File: config.mk
export PLATFORM = sky130hd
export DESIGN_NAME = map_query_arbiter_flat
export DESIGN_NICKNAME = d
export VERILOG_FILES = /design/src/rtl/map_query_arbiter_pkg.sv /design/src/rtl/map_query_arbiter_if.sv /design/src/rtl/map_query_arbiter_rr_pick.sv /design/src/rtl/map_query_arbiter.sv /design/src/flat_wrapper.sv
export SDC_FILE = /design/constraint.sdc
export NUM_CORES = 1
export LEC_CHECK = 0
export CAP_MARGIN = 20
export CORE_MARGIN = 4
export CORE_UTILIZATION = 30
export DETAILED_ROUTE_END_ITERATION = 7
export PLACE_DENSITY = 0.64
export SLEW_MARGIN = 20
export SYNTH_ARGS = -nofsm -noshare
export SYNTH_HDL_FRONTEND = slang
export SYNTH_SLANG_ARGS = --single-unit
File: constraint.sdc
create_clock -name clk_13 -period 5.16 [get_ports clk_13]
set_clock_uncertainty 0.2 [all_clocks]
set_input_delay 0.516 -clock clk_13 [delete_from_list [all_inputs] [get_ports clk_13]]
set_output_delay 0.516 -clock clk_13 [all_outputs]
set_load 0.02 [all_outputs]
File: src/rtl/map_query_arbiter_pkg.sv
// Shared map definitions: tile codes, requester indices, arbiter states and the
// walkable-tile test used by the arbiter and by the player/monster movers.
package map_query_arbiter_pkg;

    localparam int TILE_W = 3;

    localparam logic [TILE_W-1:0] MAP_ROAD0  = 3'b000;
    localparam logic [TILE_W-1:0] MAP_ROAD1  = 3'b001;
    localparam logic [TILE_W-1:0] MAP_WALL   = 3'b010;
    localparam logic [TILE_W-1:0] MAP_STAIRS = 3'b011;

    localparam int REQ_PLAYER   = 0;
    localparam int REQ_MONSTER0 = 1;
    localparam int REQ_MONSTER1 = 2;
    localparam int REQ_MONSTER2 = 3;
    localparam int REQ_MONSTER3 = 4;

    typedef enum logic [1:0] {
        ST_IDLE = 2'd0,
        ST_READ = 2'd1,
        ST_WAIT = 2'd2,
        ST_RESP = 2'd3
    } arb_state_e;

    function automatic logic tile_walkable(input logic [TILE_W-1:0] tile);
        return (tile == MAP_ROAD0) || (tile == MAP_ROAD1) || (tile == MAP_STAIRS);
    endfunction

endpackage

File: src/rtl/map_query_arbiter_if.sv
// Requester and map-port signals of the map query arbiter.
// slave = the arbiter; master = the movers plus the map ROM wrapper.
interface map_query_arbiter_if #(
    parameter int N_REQ   = 5,
    parameter int COORD_W = 10
);
    import map_query_arbiter_pkg::*;

    // Handshake: req is a level held by each requester; gnt is a one-cycle
    // pulse after which req_r/req_c may change; rsp_valid is a one-cycle pulse
    // marking rsp_type/rsp_walkable for exactly one requester.
    logic [N_REQ-1:0]         req;
    logic [N_REQ*COORD_W-1:0] req_r;
    logic [N_REQ*COORD_W-1:0] req_c;
    logic [N_REQ-1:0]         gnt;
    logic [N_REQ-1:0]         rsp_valid;
    logic [TILE_W-1:0]        rsp_type;
    logic                     rsp_walkable;
    logic [COORD_W-1:0]       map_r;
    logic [COORD_W-1:0]       map_c;
    logic                     map_rd_en;
    logic [TILE_W-1:0]        map_type;
    logic                     busy;

    modport slave (
        input  req, req_r, req_c, map_type,
        output gnt, rsp_valid, rsp_type, rsp_walkable, map_r, map_c, map_rd_en, busy
    );

    modport master (
        output req, req_r, req_c, map_type,
        input  gnt, rsp_valid, rsp_type, rsp_walkable, map_r, map_c, map_rd_en, busy
    );

endinterface

File: src/rtl/map_query_arbiter_rr_pick.sv
// Combinational round-robin pick: first set request bit scanning from i_rr_ptr
// upward, wrapping at N_REQ.
module map_query_arbiter_rr_pick #(
    parameter int N_REQ = 5,
    parameter int IDX_W = 3
) (
    input  logic [N_REQ-1:0] i_req,
    input  logic [IDX_W-1:0] i_rr_ptr,
    output logic [IDX_W-1:0] o_winner,
    output logic             o_any_req
);

    logic [IDX_W:0]   w_sum;
    logic [IDX_W-1:0] w_idx;

    // Scan farthest-first so the candidate nearest the pointer is written last.
    always_comb begin
        o_winner  = '0;
        o_any_req = |i_req;
        w_sum     = '0;
        w_idx     = '0;
        for (int k = N_REQ - 1; k >= 0; k--) begin
            w_sum = {1'b0, i_rr_ptr} + (IDX_W+1)'(k);
            if (w_sum >= (IDX_W+1)'(N_REQ)) begin
                w_sum = w_sum - (IDX_W+1)'(N_REQ);
            end
            w_idx = w_sum[IDX_W-1:0];
            if (i_req[w_idx]) begin
                o_winner = w_idx;
            end
        end
    end

endmodule

File: src/rtl/map_query_arbiter.sv
// Shares one map-lookup port between the player and four monsters: round-robin
// selection, one read per query, tile type and walkable flag to the winner only.
module map_query_arbiter
    import map_query_arbiter_pkg::*;
#(
    parameter int N_REQ   = 5,
    parameter int MAP_LAT = 1,
    parameter int COORD_W = 10
) (
    input  logic               clk_13,
    input  logic               rst,
    map_query_arbiter_if.slave bus,
    output arb_state_e         o_dbg_state
);

    localparam int         IDX_W    = (N_REQ > 1) ? $clog2(N_REQ) : 1;
    localparam logic [1:0] CNT_INIT = (MAP_LAT > 0) ? 2'(MAP_LAT - 1) : 2'd0;

    arb_state_e         r_state;
    logic [IDX_W-1:0]   r_sel;
    logic [IDX_W-1:0]   r_rr_ptr;
    logic [1:0]         r_cnt;
    logic [N_REQ-1:0]   r_gnt;
    logic [N_REQ-1:0]   r_rsp_valid;
    logic [TILE_W-1:0]  r_rsp_type;
    logic               r_rsp_walkable;
    logic [COORD_W-1:0] r_map_r;
    logic [COORD_W-1:0] r_map_c;
    logic               r_map_rd_en;
    logic               r_busy;

    logic [IDX_W-1:0]   w_win;
    logic               w_any;
    logic [N_REQ-1:0]   w_win_oh;
    logic [N_REQ-1:0]   w_sel_oh;

    map_query_arbiter_rr_pick #(
        .N_REQ (N_REQ),
        .IDX_W (IDX_W)
    ) u_rr_pick (
        .i_req     (bus.req),
        .i_rr_ptr  (r_rr_ptr),
        .o_winner  (w_win),
        .o_any_req (w_any)
    );

    assign w_win_oh = N_REQ'(1) << w_win;
    assign w_sel_oh = N_REQ'(1) << r_sel;

    always_ff @(posedge clk_13 or posedge rst) begin
        if (rst) begin
            r_state        <= ST_IDLE;
            r_sel          <= '0;
            r_rr_ptr       <= IDX_W'(REQ_PLAYER);
            r_cnt          <= '0;
            r_gnt          <= '0;
            r_rsp_valid    <= '0;
            r_rsp_type     <= '0;
            r_rsp_walkable <= 1'b0;
            r_map_r        <= '0;
            r_map_c        <= '0;
            r_map_rd_en    <= 1'b0;
            r_busy         <= 1'b0;
        end else begin
            case (r_state)
                ST_IDLE: begin
                    if (w_any) begin
                        r_sel       <= w_win;
                        r_map_r     <= bus.req_r[w_win*COORD_W +: COORD_W];
                        r_map_c     <= bus.req_c[w_win*COORD_W +: COORD_W];
                        r_gnt       <= w_win_oh;
                        r_map_rd_en <= 1'b1;
                        r_busy      <= 1'b1;
                        r_state     <= ST_READ;
                    end
                end
                ST_READ: begin
                    r_gnt       <= '0;
                    r_map_rd_en <= 1'b0;
                    // A zero-latency map answers in the same cycle as the strobe.
                    if (MAP_LAT == 0) begin
                        r_rsp_type     <= bus.map_type;
                        r_rsp_walkable <= tile_walkable(bus.map_type);
                        r_rsp_valid    <= w_sel_oh;
                        r_state        <= ST_RESP;
                    end else begin
                        r_cnt   <= CNT_INIT;
                        r_state <= ST_WAIT;
                    end
                end
                ST_WAIT: begin
                    if (r_cnt != 2'd0) begin
                        r_cnt <= r_cnt - 2'd1;
                    end else begin
                        r_rsp_type     <= bus.map_type;
                        r_rsp_walkable <= tile_walkable(bus.map_type);
                        r_rsp_valid    <= w_sel_oh;
                        r_state        <= ST_RESP;
                    end
                end
                ST_RESP: begin
                    r_rsp_valid <= '0;
                    r_rr_ptr    <= (r_sel == IDX_W'(N_REQ - 1)) ? '0 : r_sel + 1'b1;
                    r_busy      <= 1'b0;
                    r_state     <= ST_IDLE;
                end
                default: begin
                    r_state <= ST_IDLE;
                end
            endcase
        end
    end

    assign bus.gnt          = r_gnt;
    assign bus.rsp_valid    = r_rsp_valid;
    assign bus.rsp_type     = r_rsp_type;
    assign bus.rsp_walkable = r_rsp_walkable;
    assign bus.map_r        = r_map_r;
    assign bus.map_c        = r_map_c;
    assign bus.map_rd_en    = r_map_rd_en;
    assign bus.busy         = r_busy;
    assign o_dbg_state      = r_state;

endmodule

File: src/flat_wrapper.sv
// flat-port wrapper written by rule: the top's interface ports become plain ports
module map_query_arbiter_flat import map_query_arbiter_pkg::*;
#(
    parameter int N_REQ   = 5,
    parameter int MAP_LAT = 1,
    parameter int COORD_W = 10
)
  (clk_13, rst, o_dbg_state, bus_req, bus_req_r, bus_req_c, bus_map_type, bus_gnt, bus_rsp_valid, bus_rsp_type, bus_rsp_walkable, bus_map_r, bus_map_c, bus_map_rd_en, bus_busy);
  map_query_arbiter_if #(.N_REQ(N_REQ), .COORD_W(COORD_W)) bus_i ();
  input  logic clk_13;
  input  logic rst;
  output arb_state_e o_dbg_state;
  input wire logic [$bits(bus_i.req)-1:0] bus_req;
  input wire logic [$bits(bus_i.req_r)-1:0] bus_req_r;
  input wire logic [$bits(bus_i.req_c)-1:0] bus_req_c;
  input wire logic [$bits(bus_i.map_type)-1:0] bus_map_type;
  output wire logic [$bits(bus_i.gnt)-1:0] bus_gnt;
  output wire logic [$bits(bus_i.rsp_valid)-1:0] bus_rsp_valid;
  output wire logic [$bits(bus_i.rsp_type)-1:0] bus_rsp_type;
  output wire logic [$bits(bus_i.rsp_walkable)-1:0] bus_rsp_walkable;
  output wire logic [$bits(bus_i.map_r)-1:0] bus_map_r;
  output wire logic [$bits(bus_i.map_c)-1:0] bus_map_c;
  output wire logic [$bits(bus_i.map_rd_en)-1:0] bus_map_rd_en;
  output wire logic [$bits(bus_i.busy)-1:0] bus_busy;
  assign bus_i.req = bus_req;
  assign bus_i.req_r = bus_req_r;
  assign bus_i.req_c = bus_req_c;
  assign bus_i.map_type = bus_map_type;
  assign bus_gnt = bus_i.gnt;
  assign bus_rsp_valid = bus_i.rsp_valid;
  assign bus_rsp_type = bus_i.rsp_type;
  assign bus_rsp_walkable = bus_i.rsp_walkable;
  assign bus_map_r = bus_i.map_r;
  assign bus_map_c = bus_i.map_c;
  assign bus_map_rd_en = bus_i.map_rd_en;
  assign bus_busy = bus_i.busy;
  map_query_arbiter #(.N_REQ(N_REQ), .MAP_LAT(MAP_LAT), .COORD_W(COORD_W)) u_core (.clk_13(clk_13), .rst(rst), .bus(bus_i), .o_dbg_state(o_dbg_state));
endmodule
# After elaboration in Yosys (flattened, before gate mapping)
# Cells that the tools add are included.
[totals]
ff_bits = 46
inputBits = 110
output_inout_bits = 38
wordCells = 98
[classes]
n_addsub = 11
mul = 1
magnitude_cmp = 10
n_eq_ne = 9
shift = 4
mux = 33
n_bitwise = 1
n_reduce_logical = 17
[op_table]
columns = ["op", "n"]
rows = [
  ["indexed part select 50 x 8 -> 10 bit", 2],
  ["two-way mux 3 bit", 11],
  ["less-than comparator 3 x 4 -> 1 bit (second input constant)", 5],
  ["case mux 5 bit (2 select lines)", 2],
  ["greater-or-equal comparator 4 x 3 -> 1 bit (second input constant)", 4],
  ["binary-select mux 1 bit (select 3 bit)", 5],
  ["subtractor 3 bit (second input constant)", 5],
  ["AND reduction 2 bit", 7],
  ["two-way mux 5 bit", 2],
  ["nonzero test 2 bit", 5],
  ["<< shifter 1 x 3 -> 5 bit (first input constant)", 2],
  ["adder 3 x 2 -> 4 bit (second input constant)", 2],
  ["case mux 2 bit (4 select lines)", 1],
  ["multiplier 3 x 3 -> 6 bit (second input constant)", 1],
  ["two-way mux 1 bit", 6],
  ["two-way mux 2 bit", 3],
  ["OR reduction 5 bit", 1],
  ["adder 3 x 1 -> 4 bit (second input constant)", 1],
  ["adder 3 x 3 -> 4 bit (second input constant)", 1],
  ["== test 2 bit (second input constant)", 2],
  ["inequality test 2 bit (second input constant)", 2],
  ["case mux 1 bit (2 select lines)", 2],
  ["case mux 2 bit (2 select lines)", 1],
  ["adder 3 x 1 -> 3 bit (second input constant)", 1],
  ["11 further kinds", 12],
]

# Depth between registers and ports, before layout
# Gate-level depths: netlist (run 1).
[depth]
word_depth = 13
mapped_depth = 17
depth_no_buf = 12

# Cells and area by module
# A second synthesis (run 1) with hierarchy kept.
[hier_totals]
cells_unflattened = 428
area_unflattened_um2 = 4008.8
[modules_own_cells]
columns = ["module", "instances", "cells_per_inst", "area_each_um2", "seq_area_each_um2"]
rows = [
  ["map_query_arbiter", 1, 251, 2778.9, 1151.1],
  ["map_query_arbiter_rr_pick", 1, 177, 1229.9, 0.0],
]

# Worst setup path after synthesis (run 1)
# OpenSTA, ideal clock, no wires.
[synth_path]
kind = "register to register"
from = "register u_core.r_rr_ptr[0]"
to = "register u_core.r_map_c[7] (netlist: u_core.bus.map_c[7])"
setup_ns = 0.126
t_arrival_ns = 3.418
required_ns = 4.834
slack_ns = 1.416
stages_incl_launch_ff = 17
n_path_buf = 4
synth_period_minus_slack_ns = 3.744
path_cell_list = "dfrtp_1 -> buf_2 -> buf_2 -> buf_2 -> inv_1 -> ha_1 -> inv_1 -> fa_1 -> o21ba_2 -> nor2_1 -> o31a_1 -> a221o_1 -> o211ai_2 -> a311o_1 -> buf_2 -> a21oi_1 -> o32a_1"
[synth_via]
elab_chain_len = 12
word_cells_on_any_way = 36
classes_between = "add/sub: 9; mul: 1; order compare: 5; shift: 1; mux: 20"
[synth_rtl]
columns = ["item", "line", "text"]
rows = [
  ["start: declaration", "map_query_arbiter.sv:21", "logic [IDX_W-1:0] r_rr_ptr;"],
  ["start signal: assignment", "map_query_arbiter.sv:54", "r_rr_ptr <= IDX_W'(REQ_PLAYER);"],
  ["start signal: assignment", "map_query_arbiter.sv:103", "r_rr_ptr <= (r_sel == IDX_W'(N_REQ - 1)) ? '0 : r_sel + 1'b1;"],
  ["adder 3 x 3 -> 4 bit", "map_query_arbiter_rr_pick.sv:23", "w_sum = {1'b0, i_rr_ptr} + (IDX_W+1)'(k);"],
  ["greater-or-equal comparator 4 x 3 -> 1 bit or subtractor 3 bit (tied branches)", "map_query_arbiter_rr_pick.sv:24, map_query_arbiter_rr_pick.sv:25", ""],
  ["two-way mux 3 bit", "map_query_arbiter_rr_pick.sv:24", "if (w_sum >= (IDX_W+1)'(N_REQ)) begin"],
  ["binary-select mux 1 bit (select 3 bit)", "map_query_arbiter_rr_pick.sv:28", "if (i_req[w_idx]) begin"],
  ["two-way mux 1 bit (not written as such)", "map_query_arbiter_rr_pick.sv:28", ""],
  ["two-way mux 3 bit (4 in a row)", "map_query_arbiter_rr_pick.sv:28", ""],
  ["two-way mux 3 bit (*)", "map_query_arbiter_rr_pick.sv:28", ""],
  ["multiplier 3 x 3 -> 6 bit (*)", "map_query_arbiter.sv:70", "r_map_c <= bus.req_c[w_win*COORD_W +: COORD_W];"],
  ["indexed part select 50 x 8 -> 10 bit (*)", "map_query_arbiter.sv:70", ""],
  ["end signal: assignment", "map_query_arbiter.sv:70", ""],
  ["end: declaration", "map_query_arbiter.sv:28", "logic [COORD_W-1:0] r_map_c;"],
]
# Every way passes the cells marked *; elsewhere a longest branch is shown, timed or not. The select of a mux whose other input is x is not followed.
# A chain may end at the register's enable or synchronous reset.

# Worst setup path after layout (run 1)
[layout_path]
from = "register u_core.r_rr_ptr[1]"
to = "register u_core.r_map_c[8] (netlist: u_core.bus.map_c[8])"
# The elaborated chain is that of the path after synthesis.

==> run metrics, run 1 <==
status=complete, no violations; Design Area, Final=5781 sq um; register bit count reported by yosys=46; pre-CTS WS=665.6 ps; Setup Fix Bufs, Post-CTS=0; Crit path required time=5180 ps; Final Hold Vio Count=0; wire length per cell=18.69 um; nets=721; Final WS setup=657.7 ps; Setup CP Type=reg -> reg; global-route wire length before repair=22.76 mm; setup total negative slack=0 ps; layout filler cell count=1303; vias in the first global route=4384; Layout Utilization=43.82%; worst slew pin tran=842.5 ps; Worst Setup End Kind=flip-flop; Buffers on Ports=147; pin count of the biggest net entering global routing=47; Synth cell types=69; power per cell area=857.2 nW/um^2; CTS tree=yes; CTS root buffer=clkbuf_16; Routed Antenna Nets=0; initial antenna violation count=0; die area=15300 sq um; Die H=123.7 um; post-place instance area=5609 sq um; clk slew on worst S/H paths=60 ps; uppermost layer routed=met4; max_cap viols=0; Worst Hold Class=reg -> reg; Leak=2.259 nW; register area=1151 sq um; ys async rst share=100.0%; slew margin rel.=43.77%; Worst Setup Start Kind=flip-flop; final wirelength=14.35 mm; ys flop type=dfrtp_1; Cell Area, Synth=4016 sq um; Layout area overhead=43.93%; Mapped Nets=601; GPL Wtd Cong=0.8798; Tmin final=4502 ps; clk sinks=46; syn avg cell area=8.527 sq um; Via Count=4340; clock buffer depth=2; Ports=148; first drt pass iteration count=4; die width=123.7 um; DR iter-0 viols=255; Initial Utilization=30.45%; layout cells sized above 1=7.264%; Syn. warnings=0; Resized Gates After CTS=0; # diodes=0; Max Fclk=0.2221 GHz; Post-synth EDFFs=0; Crit Path Max Fanout=27; Synth Instances=471; Setup violations, final=0; Final period util=87.25%; WL met1=6.121 mm; DR WL met2=6.617 mm; crit path DAT=4530 ps; Finished Layout Cells=768; RSZ-0062 raised after global routing=no; H-tree depth=2; Cell Rows=42; Residual DRC=0; Inst Count DP=759; Multi-input gate area=2635 sq um; final max-slew violation count=0; Via-to-Cell Ratio=5.651; routed wl met3=1.179 mm; CTS buffer count=5; Clk Latency, worst-skew pair=280 ps; Max IR drop VDD=0.5902 mV; Detailed Place HPWL=10.41 mm; cts hold-fix bufs=0; grt ovf=0; core area=13190 sq um; register area share after synthesis=28.66%; GRT Total Usage=18.46%
## worst max-delay path, stage by stage (launching register included)
cell and delay (ps):
dfrtp_1 680, inv_1 290, ha_1 540, or4b_1 600
o311ai_1 140, nor4_1 120, nor3_1 410, o2111a_1 520
buf_4 360, o21ai_0 140, a211oi_1 250, o32a_1 180
## kinds of logic (layout without fill, tap and decap cells)
| kind of cell | after synthesis | count (layout) | synth area share, % |
|---|---|---|---|
| multiplexers | 16 | 16 | 5.109 |
| flip-flops | 46 | 46 | 28.66 |
| adder cells (fa/ha/maj) | 20 | 20 | 6.418 |
| AND/OR/NAND/NOR | 125 | 125 | 17.23 |
| XOR/XNOR | 6 | 6 | 1.308 |
| AO/OA/AOI/OAI | 198 | 198 | 34.74 |
| buffers and inverters | 60 | 181 | 6.542 |
## power breakdown
part	total (W)	internal, W	switching (W)
sequential	0.000658	0.000530	0.000127
combinational	0.00398	0.00159	0.00239
clock	0.000317	0.000180	0.000138
total	0.00496	0.00230	0.00266
## final cells by class
cell class                      count  area share [%]
Timing Repair Buffer              158           27.23
Multi-Input combinational cell    365           45.58
Clock buffer                        6           2.229
Tap cell                          176           3.810
Sequential cell                    46           19.91
Inverter                           15          0.9957
Clock inverter                      2          0.2381
## worst paths after layout
check | start | endpoint | slack [ps] | depth (start not counted)
max in group asynchronous | rst | u_core.bus.map_c[5] | 3750 | 2
min in group asynchronous | rst | u_core.bus.map_r[9] | 510 | 2
worst max-delay path | u_core.r_rr_ptr[1] | u_core.bus.map_c[8] | 660 | 11
worst max register to register | u_core.r_rr_ptr[1] | u_core.bus.map_c[8] | 660 | 11
worst min-delay path | u_core.bus.rsp_valid[4] | u_core.bus.rsp_valid[4] | 290 | 2
worst min register to register | u_core.bus.rsp_valid[4] | u_core.bus.rsp_valid[4] | 290 | 2
## per-layer routing
metal / vias to the layer above / global-route usage (%)
li1: 2036 / -
met1: 2072 / 23.68
met2: 204 / 29.37
met3: 28 / 5.495
met4: 0 / 6.713
met5: - / 0
## placed cells by master (no fill, tap or decap), types with 3 or more instances in the layout
master / netlist / layout
nand2_1: 17 / 17
nor3_1: 5 / 5
a22o_1: 8 / 8
mux4_2: 3 / 3
a21oi_1: 31 / 31
nor2_1: 19 / 19
nor2b_1: 6 / 6
nand3b_1: 4 / 4
nand2b_1: 8 / 8
o32a_1: 20 / 20
mux2_2: 6 / 6
o21ai_0: 57 / 56
nand3_1: 44 / 44
a21o_1: 22 / 22
o211ai_1: 3 / 3
ha_1: 19 / 19
clkbuf_16: 0 / 5
clkdlybuf4s50_1: 0 / 147
o31ai_1: 4 / 4
inv_1: 15 / 14
dfrtp_1: 46 / 46
mux2i_1: 7 / 7
buf_4: 2 / 10
a211oi_1: 21 / 21
xnor2_1: 4 / 4
## through the flow
| step | hold slack (ps) | power, W |
|---|---|---|
| detailed placement | 275.4 | 0.004571 |
| CTS | 289.8 | 0.004912 |
| floorplan | 249.8 | 0.003442 |
| finish | 288.5 | 0.004955 |
| global route | 323.5 | 0.005370 |
| global placement | 260.3 | 0.004529 |
## sequential cells by signal, summed over array words and instances, names as in the netlist
register and cells:
u_core.bus.map_c 10, u_core.bus.map_r 10, u_core.bus.gnt 5, u_core.bus.rsp_valid 5, u_core.bus.rsp_type 3, u_core.r_rr_ptr 3
u_core.r_sel 3, u_core.o_dbg_state 2, u_core.r_cnt 2, u_core.bus.busy 1, u_core.bus.map_rd_en 1, u_core.bus.rsp_walkable 1
## synthesized netlist by cell type, drive strengths merged (3+ instances only)
| cell | n | area [sq um] |
|---|---|---|
| a211oi | 21 | 157.7 |
| a21o | 22 | 165.2 |
| a21oi | 32 | 171.4 |
| a22o | 8 | 70.07 |
| buf | 21 | 113.9 |
| clkbuf | 24 | 92.59 |
| dfrtp | 46 | 1151 |
| ha | 19 | 237.7 |
| inv | 15 | 56.30 |
| mux2 | 6 | 67.56 |
| mux2i | 7 | 70.07 |
| mux4 | 3 | 67.56 |
| nand2 | 17 | 63.81 |
| nand2b | 9 | 63.81 |
| nand3 | 44 | 220.2 |
| nand3b | 5 | 50.05 |
| nor2 | 19 | 71.32 |
| nor2b | 6 | 37.54 |
| nor3 | 5 | 25.02 |
| nor4 | 3 | 25.02 |
| o211ai | 4 | 35.03 |
| o21ai | 59 | 295.3 |
| o31ai | 5 | 51.30 |
| o32a | 20 | 200.2 |
| xnor2 | 4 | 35.03 |
Power figures use the tool's default switching activity.
==> run 2, diff against run 1 <==
- CELL_PAD_IN_SITES_DETAIL_PLACEMENT: not set -> 1
- CELL_PAD_IN_SITES_GLOBAL_PLACEMENT: not set -> 1
- HOLD_SLACK_MARGIN: not set -> 0.15
- PLACE_DENSITY: 0.64 -> 0.85
- clock period: 5.16 -> 3.95 ns (I/O delays scaled with it)
==> run 2 against run 1 <==
- power rose by 37%
- flip-flop and latch count did not move
- sequential power rose by 29%
- largest cell class unchanged
- critical path depth did not move
- via count rose by 2.4%
- final area rose by 2.0%
- maximum frequency rose by 21%
- non-clock buffer count rose by 11
- utilization rose by 0.89 points
- combinational power rose by 37%
- routed wire length rose by 7.9%
==> run metrics, run 2 (synthesized netlist as in run 1, its figures left out) <==
status=complete, no violations; Cell Rows=42 (unchanged); power per cell area=1154 nW/um^2 (+35%); initial antenna violation count=0 (unchanged); Routed Antenna Nets=0 (unchanged); nets=732 (+1.5%); setup total negative slack=0 ps (unchanged); core area=13190 sq um (unchanged); Initial Utilization=30.45% (unchanged); crit path DAT=3690 ps (-840 ps); GPL Wtd Cong=0.9503 (+8.0%); Via Count=4446 (+2.4%); Final period util=93.85% (+6.6 points); clk sinks=46 (unchanged); grt ovf=0 (unchanged); clk slew on worst S/H paths=70 ps (about the same); Via-to-Cell Ratio=5.707 (+1.0%); first drt pass iteration count=4 (unchanged); wire length per cell=19.89 um (+6.4%); CTS buffer count=5 (unchanged); Ports=148 (unchanged); DR iter-0 viols=191 (-25%); final max-slew violation count=0 (unchanged); grt met1 use=24.89% (+1.2 points); Crit path required time=3930 ps (-1250 ps); Finished Layout Cells=779 (+1.4%); clock buffer depth=2 (unchanged); layout cells sized above 1=9.784% (+2.5 points); vias in the first global route=4719 (+7.6%); max_cap viols=0 (unchanged); Overall Power=0.006809 W (+37%); CTS root buffer=clkbuf_16; final wirelength=15.49 mm (+7.9%); Residual DRC=0 (unchanged); commonest non-fill, non-tap cell in the layout=clkdlybuf4s50_1; Max IR drop VDD=0.5939 mV (+0.63%); met3 Usage GRT=4.768% (-0.73 points); Clk Latency, worst-skew pair=290 ps (about the same); slew margin rel.=37.37% (-6.4 points); # diodes=0 (unchanged); post-place instance area=5714 sq um (+1.9%); Detailed Place HPWL=11.96 mm (+15%); CTS tree=yes; Inst Count DP=771 (+1.6%); GRT busiest layer=met2; RSZ-0062 raised after global routing=no; Setup Fix Bufs, Post-CTS=0 (unchanged); die width=123.7 um (unchanged); Die H=123.7 um (unchanged); Tmin final=3707 ps (-795.1 ps); H-tree depth=2 (unchanged); most frequent cells in the layout=clkdlybuf4s50_1 (147), o21ai_0 (56), dfrtp_1 (46); Buffers on Ports=147 (unchanged); worst slew pin tran=935.2 ps (+92.75 ps); Layout area overhead=46.85%; Worst Setup End Kind=flip-flop; Design Area, Final=5898 sq um (+2.0%); die area=15300 sq um (unchanged); Worst Setup Start Kind=flip-flop; Leak=2.311 nW (+2.3%); Worst Hold Class=reg -> reg; Crit Path Max Fanout=16 (-41%); Max Fclk=0.2697 GHz (+21%); GR Util met2=35.15% (+5.8 points); pin count of the biggest net entering global routing=47 (unchanged); Setup CP Type=reg -> reg; Final Hold Vio Count=0 (unchanged); global-route wire length before repair=24.75 mm (+8.8%); GRT Total Usage=20.25% (+1.8 points); Setup violations, final=0 (unchanged)
==> run 2: layout make-up <==
class	instances	area [sq um]
clock buffers	6	128.9
clock inverters	2	37.54
fillers	1539	7292
inverters	15	57.56
multi-input cells	365	2650
flip-flops and latches	46	1151
well taps	176	220.2
repair buffers	169	1653
==> run 2: stage by stage <==
stage / hold slack (ps) / utilization, % / setup slack, ps
after global routing: 289.1 / 44.72 / 29.56
after CTS: 281.9 / 44.58 / 65.95
final: 279.6 / 44.72 / 242.8
after global placement: 260.7 / 43.32 / 194.3
after detailed placement: 266.9 / 43.32 / 95.68
after floorplan: 249.8 / - / 206.0
==> run 2: timing repair <==
| item | CTS | global route |
|---|---|---|
| hold endpoints to repair | 0 | 0 |
| gates resized for setup | 0 | 5 |
| setup endpoints to repair | 0 | 24 |
| hold buffers | 0 | 0 |
==> run 2: worst paths after layout <==
path / depth (start not counted) / to / from / slack [ps]
setup / recovery: 11 / u_core.bus.map_c[3] / u_core.r_rr_ptr[1] / 240
hold / removal: 2 / u_core.bus.rsp_walkable / u_core.bus.rsp_walkable / 280
setup reg to reg: 11 / u_core.bus.map_c[3] / u_core.r_rr_ptr[1] / 240
hold reg to reg: 2 / u_core.bus.rsp_walkable / u_core.bus.rsp_walkable / 280
max in group asynchronous: 2 / u_core.bus.map_r[5] / rst / 2670
min in group asynchronous: 2 / u_core.bus.rsp_valid[1] / rst / 360
==> run 2: critical path, stage by stage, from the launching register on <==
cell and delay (ps):
dfrtp_1 460, inv_1 190, ha_2 400, nand2b_1 210
a31o_1 230, a221o_1 420, a21oi_4 290, o211ai_2 180
a311oi_4 300, buf_4 260, a211oi_1 100, o32a_1 360
==> run 2: routing by layer <==
metal / share of wire (%) / wire length, um / vias to the layer above
met5: 0 / 0 / -
met4: 2.8 / 427 / 0
met3: 5.9 / 910 / 35
met2: 51 / 7849 / 158
met1: 41 / 6306 / 2201
li1: - / - / 2052
==> run 2: power breakdown <==
part	total [W]	switching (W)	internal (W)
combinational	0.00547	0.00324	0.00223
sequential	0.000848	0.000155	0.000693
clock	0.000492	0.000193	0.000299
==> run 3, diff against run 2 <==
- HOLD_SLACK_MARGIN: 0.15 -> 0.12
==> results of run 3 <==
No change in the layout: final DEF, timing and power equal those of run 2.
==> patch 1 (flow settings as in run 1) <==
`MAP_LAT` is set to 1 in 2 places; all go to 0.
--- a/src/rtl/map_query_arbiter.sv
+++ b/src/rtl/map_query_arbiter.sv
@@ -4,7 +4,7 @@
     import map_query_arbiter_pkg::*;
 #(
     parameter int N_REQ   = 5,
-    parameter int MAP_LAT = 1,
+    parameter int MAP_LAT = 0,
     parameter int COORD_W = 10
 ) (
     input  logic               clk_13,
--- a/src/flat_wrapper.sv
+++ b/src/flat_wrapper.sv
@@ -2,7 +2,7 @@
 module map_query_arbiter_flat import map_query_arbiter_pkg::*;
 #(
     parameter int N_REQ   = 5,
-    parameter int MAP_LAT = 1,
+    parameter int MAP_LAT = 0,
     parameter int COORD_W = 10
 )
   (clk_13, rst, o_dbg_state, bus_req, bus_req_r, bus_req_c, bus_map_type, bus_gnt, bus_rsp_valid, bus_rsp_type, bus_rsp_walkable, bus_map_r, bus_map_c, bus_map_rd_en, bus_busy);
Function: changed (Yosys sat finds a counterexample within 4 cycles, from zero or initial values and one cycle with rst high).
==> patch 1 against run 1 <==
Cell area decreased by 3.1%; via count decreased by 13%; total power decreased by 13%; synthesized area decreased by 4.2%; setup slack got worse by 250 ps; count of clock-buffer cells in the layout unchanged; wire length decreased by 8.1%; sequential power decreased by 1%; sequential cell count unchanged; critical path type unchanged.
==> patch 1: results (changes against run 1) <==
sequential share of power=15.0% (was 13.3%); filler cell count=1193 (was 1303); gr usage total=17.7% (was 18.5%); Tightest Pin Transition=825 ps (was 842 ps); Synthesized Nets=539 (was 601); CTS H-Tree Depth=2 (unchanged); ant diodes=0 (unchanged); CP peak stage delay=670 ps; Setup Buffers After CTS=0 (unchanged); Synth area leaders=dfrtp_1 (30%), mux2i_1 (14%), ha_1 (6.2%), o221ai_2 (4.3%), a31oi_1 (3.4%) (was dfrtp_1 (29%), o21ai_0 (7.1%), ha_1 (5.9%), nand3_1 (5.5%), o32a_1 (5.0%)); global-route wire length before repair=20900 um (was 22800 um); max-capacitance violation count=0 (unchanged); top post-synthesis cells by count=mux2i_1 (53), dfrtp_1 (46), nand2_1 (32), o21ai_0 (22) (was o21ai_0 (57), dfrtp_1 (46), nand3_1 (44), a21oi_1 (31)); via density per instance=5.26 (was 5.65); number of CTS-inserted buffers=5 (unchanged); Worst EP arrival=4690 ps (was 4530 ps); clk_lat worst skew=290 ps; dominant synthesized flop cell=dfrtp_1 (unchanged); clock buffer depth=2 (unchanged); WL/cell=18.4 um (was 18.7 um); delay-heaviest family, CP=compound AO/OA/AOI/OAI gates (unchanged); Max FO, Critical Path=18 (was 27); Int Pwr=0.00221 W (was 0.00230 W); initial antenna violation count=0 (unchanged); Static Leak=2.31 nW (was 2.26 nW); DRT iter0 DRCs=259 (was 255); Combinational Power Share=77.6% (was 80.3%); register area share after synthesis=29.9% (was 28.7%); Peak supply drop=0.421 mV (was 0.590 mV); Final nets=672 (was 721); DP Area=0.00546 sq mm (was 0.00561 sq mm); Crit-path slowest cell=a221oi_1 (was dfrtp_1); largest net degree at the start of global routing=47 (unchanged); Final Power=0.00432 W (was 0.00496 W); IO buf count=147 (unchanged); DP Wirelength=10100 um (was 10400 um); vias in the first global route=3936 (was 4384); GP Congestion=0.922 (was 0.880); clock-pin slew on the worst setup and hold paths=70 ps; fraction of layout cells with a size suffix above 1=8.84% (was 7.26%); async set-reset flop share out of synthesis=100% (unchanged); hold crit path type=flop to flop (unchanged); Clock Tree Root=clkbuf_16 (unchanged); outcome=complete, no violations (unchanged); Yosys Warn Count=0 (unchanged); Pre-antenna DRT Iters=5 (was 4); count of cell types in the netlist=63 (was 69)
-- patch 1: area by class of cell --
class                           instances  area (sq um)  area share [%]
Inverter                               18          68.8            1.23
Multi-Input combinational cell        317          2490            44.4
Sequential cell                        46          1150            20.5
Tap cell                              172           215            3.84
Timing Repair Buffer                  154          1540            27.4
Clock inverter                          2          13.8           0.246
Clock buffer                            6           129            2.30
-- patch 1: final timing paths --
path	startpoint	endpoint	slack, ps	cells past startpoint
max	u_core.r_rr_ptr[1]	u_core.bus.map_c[0]	410	11
max reg2reg	u_core.r_rr_ptr[1]	u_core.bus.map_c[0]	410	11
max in group asynchronous	rst	u_core.bus.gnt[3]	3770	2
min in group asynchronous	rst	u_core.bus.rsp_type[1]	490	2
min	u_core.r_cnt[0]	u_core.r_cnt[0]	280	1
min reg2reg	u_core.r_cnt[0]	u_core.r_cnt[0]	280	1
-- patch 1: cell families after synthesis --
group / count (synthesis) / synth area share [%]
compound gates: 118 / 23.8
buf+inv: 46 / 5.92
flops: 46 / 29.9
mux: 60 / 16.4
xor+xnor: 4 / 1.11
fa+ha+maj: 20 / 6.70
simple gates: 115 / 16.2
-- patch 1: layer usage --
metal	vias to the layer above	wire length [um]	track usage, %
met4	0	333	4.90
met2	137	6490	29.0
met3	26	612	2.89
met5	-	0	0
li1	1798	-	-
met1	1798	5750	24.1
-- patch 1: through the flow --
stage,setup WS (ps),instances
CTS,351,715
detailed placement,351,707
global placement,308,707
floorplan,1340,409
global route,54.7,715
finish,409,715
-- patch 1: what timing repair did --
action                     4_1_cts  5_1_grt
hold endpoints to repair         0        0
gates resized for setup          0        1
setup endpoints to repair        0        8
==> patch 2 (flow settings as in run 1) <==
Made on the original files. Put one more register stage on the output `o_dbg_state`. The value now appears one clock later. The other outputs are not delayed to match.
--- a/src/rtl/map_query_arbiter.sv
+++ b/src/rtl/map_query_arbiter.sv
@@ -119,7 +119,9 @@
     assign bus.map_c        = r_map_c;
     assign bus.map_rd_en    = r_map_rd_en;
     assign bus.busy         = r_busy;
-    assign o_dbg_state      = r_state;
+    always_ff @(posedge clk_13) begin
+        o_dbg_state <= r_state;
+    end
 
 endmodule
 
Function: changed (a bounded check fails within 4 cycles, from zero or initial values and one cycle with rst high).
==> patch 2 against run 1 <==
Count of clock-buffer cells in the layout is the same; sequential cell count grew 2; setup slack lost 21 ps; wire length grew 20%; synthesized area grew 22%; cell area grew 16%.
Power is not shown: default switching activity piles up to over one toggle a cycle in this logic, so the estimate is an artifact.
==> patch 2: results (changes against run 1) <==
gr usage total=18.3% (was 18.5%); Synthesized Nets=742 (was 601); ant diodes=0 (unchanged); Worst EP arrival=4480 ps (was 4530 ps); cell count of the worst hold path=0 (was 2); Setup Buffers After CTS=0 (unchanged); Top Layer Used=met4 (unchanged); Max-slew headroom=29.9% (was 43.8%); FF+latch count, synth=48 (was 46); Clock Tree Root=clkbuf_16 (unchanged); Inverters=36 (was 15); Final nets=861 (was 721); met2 global-route usage=29.8% (was 29.4%); global-route wire length before repair=27400 um (was 22800 um); Worst setup SP type=flop (unchanged); hold_sp=u_core.r_state[1] (was u_core.bus.rsp_valid[4]); R2R Path Start=u_core.r_rr_ptr[2] (was u_core.r_rr_ptr[1]); multi-input logic area=0.00338 sq mm (was 0.00264 sq mm); Pre-antenna DRT Iters=5 (was 4); Non-clock buffers=163 (was 158); async set-reset flop share out of synthesis=95.8% (was 100%); outcome=complete, no violations (unchanged); Met3 Routed Length=1370 um (was 1180 um); Cell Area, Synth=0.00491 sq mm (was 0.00402 sq mm); Non-clock buffer share=23.7% (was 27.2%); CTS H-Tree Depth=2 (unchanged); IO buf count=147 (unchanged); post-CTS sizing=0 (unchanged); area occupied by registers=0.00119 sq mm (was 0.00115 sq mm); filler cell count=1609 (was 1303); #MultiIn Comb=476 (was 365); DP Area=0.00657 sq mm (was 0.00561 sq mm); met3 Use GR=4.66% (was 5.50%); DRT iter0 DRCs=330 (was 255); grt met1 use=24.5% (was 23.7%); hold crit path type=flop to flop (unchanged); met1 WL=7470 um (was 6120 um); Final clock-cell share=2.29% (was 2.47%); Synth area leaders=dfrtp_1 (23%), nand2_1 (8.1%), ha_1 (5.1%), mux2i_1 (4.9%), a22o_1 (4.5%) (was dfrtp_1 (29%), o21ai_0 (7.1%), ha_1 (5.9%), nand3_1 (5.5%), o32a_1 (5.0%)); Yosys Warn Count=0 (unchanged); count of cell types in the netlist=70 (was 69); GP Congestion=0.910 (was 0.880); vias in the first global route=5081 (was 4384); DP Wirelength=13000 um (was 10400 um); register area share after synthesis=24.2% (was 28.7%); largest net degree at the start of global routing=47 (unchanged); WL met2=8180 um (was 6620 um); sequential cell area share=17.7% (was 19.9%); R2R Path End=u_core.bus.map_c[6] (was u_core.bus.map_c[8]); clk_lat worst skew=300 ps (was 280 ps); Crit path required time=5110 ps (was 5180 ps); WL/cell=18.3 um (was 18.7 um); fraction of layout cells with a size suffix above 1=6.70% (was 7.26%); DP Worst Slack=752 ps (was 666 ps); Max FO, Critical Path=18 (was 27); via density per instance=5.55 (was 5.65); Hold EP=u_core.o_dbg_state[1] (was u_core.bus.rsp_valid[4]); Crit. End Element=flop (unchanged); top post-synthesis cells by count=nand2_1 (106), dfrtp_1 (46), inv_1 (34), nand3_1 (26) (was o21ai_0 (57), dfrtp_1 (46), nand3_1 (44), a21oi_1 (31))
-- patch 2: changes by cell type after synthesis, sizes merged, moves of 19 or more --
cell           run 1  this run
nand2             17       106
o32a              20         0
o21ai             59        18
a22oi              1        21
o31ai              5        26
inv               15        34
o221ai             0        20
-- patch 2: logic make-up after synthesis --
logic type	after synthesis	synth area share [%]
buffers and inverters	87	7.69
and+or+nand+nor	204	18.8
adders and majority gates	21	5.50
xor gates and xnor gates	4	0.713
AOI/OAI and AO/OA	212	35.1
DFF	48	24.2
muxes	35	7.92
-- patch 2: worst max-delay path: stages, from the launching register on --
cell      delay, ps
dfrtp_1         780
ha_1            560
a21o_1          270
a21o_1          150
a311oi_2        130
o311ai_4        480
and4_1          560
o31a_1          440
buf_4           280
o221ai_1        170
mux2i_1         250
o211ai_1        110
-- patch 2: metrics by stage --
step	hold slack, ps	cells
final	228	947
after global routing	249	947
after CTS	235	947
after detailed placement	220	939
after global placement	219	939
after floorplan	195	611
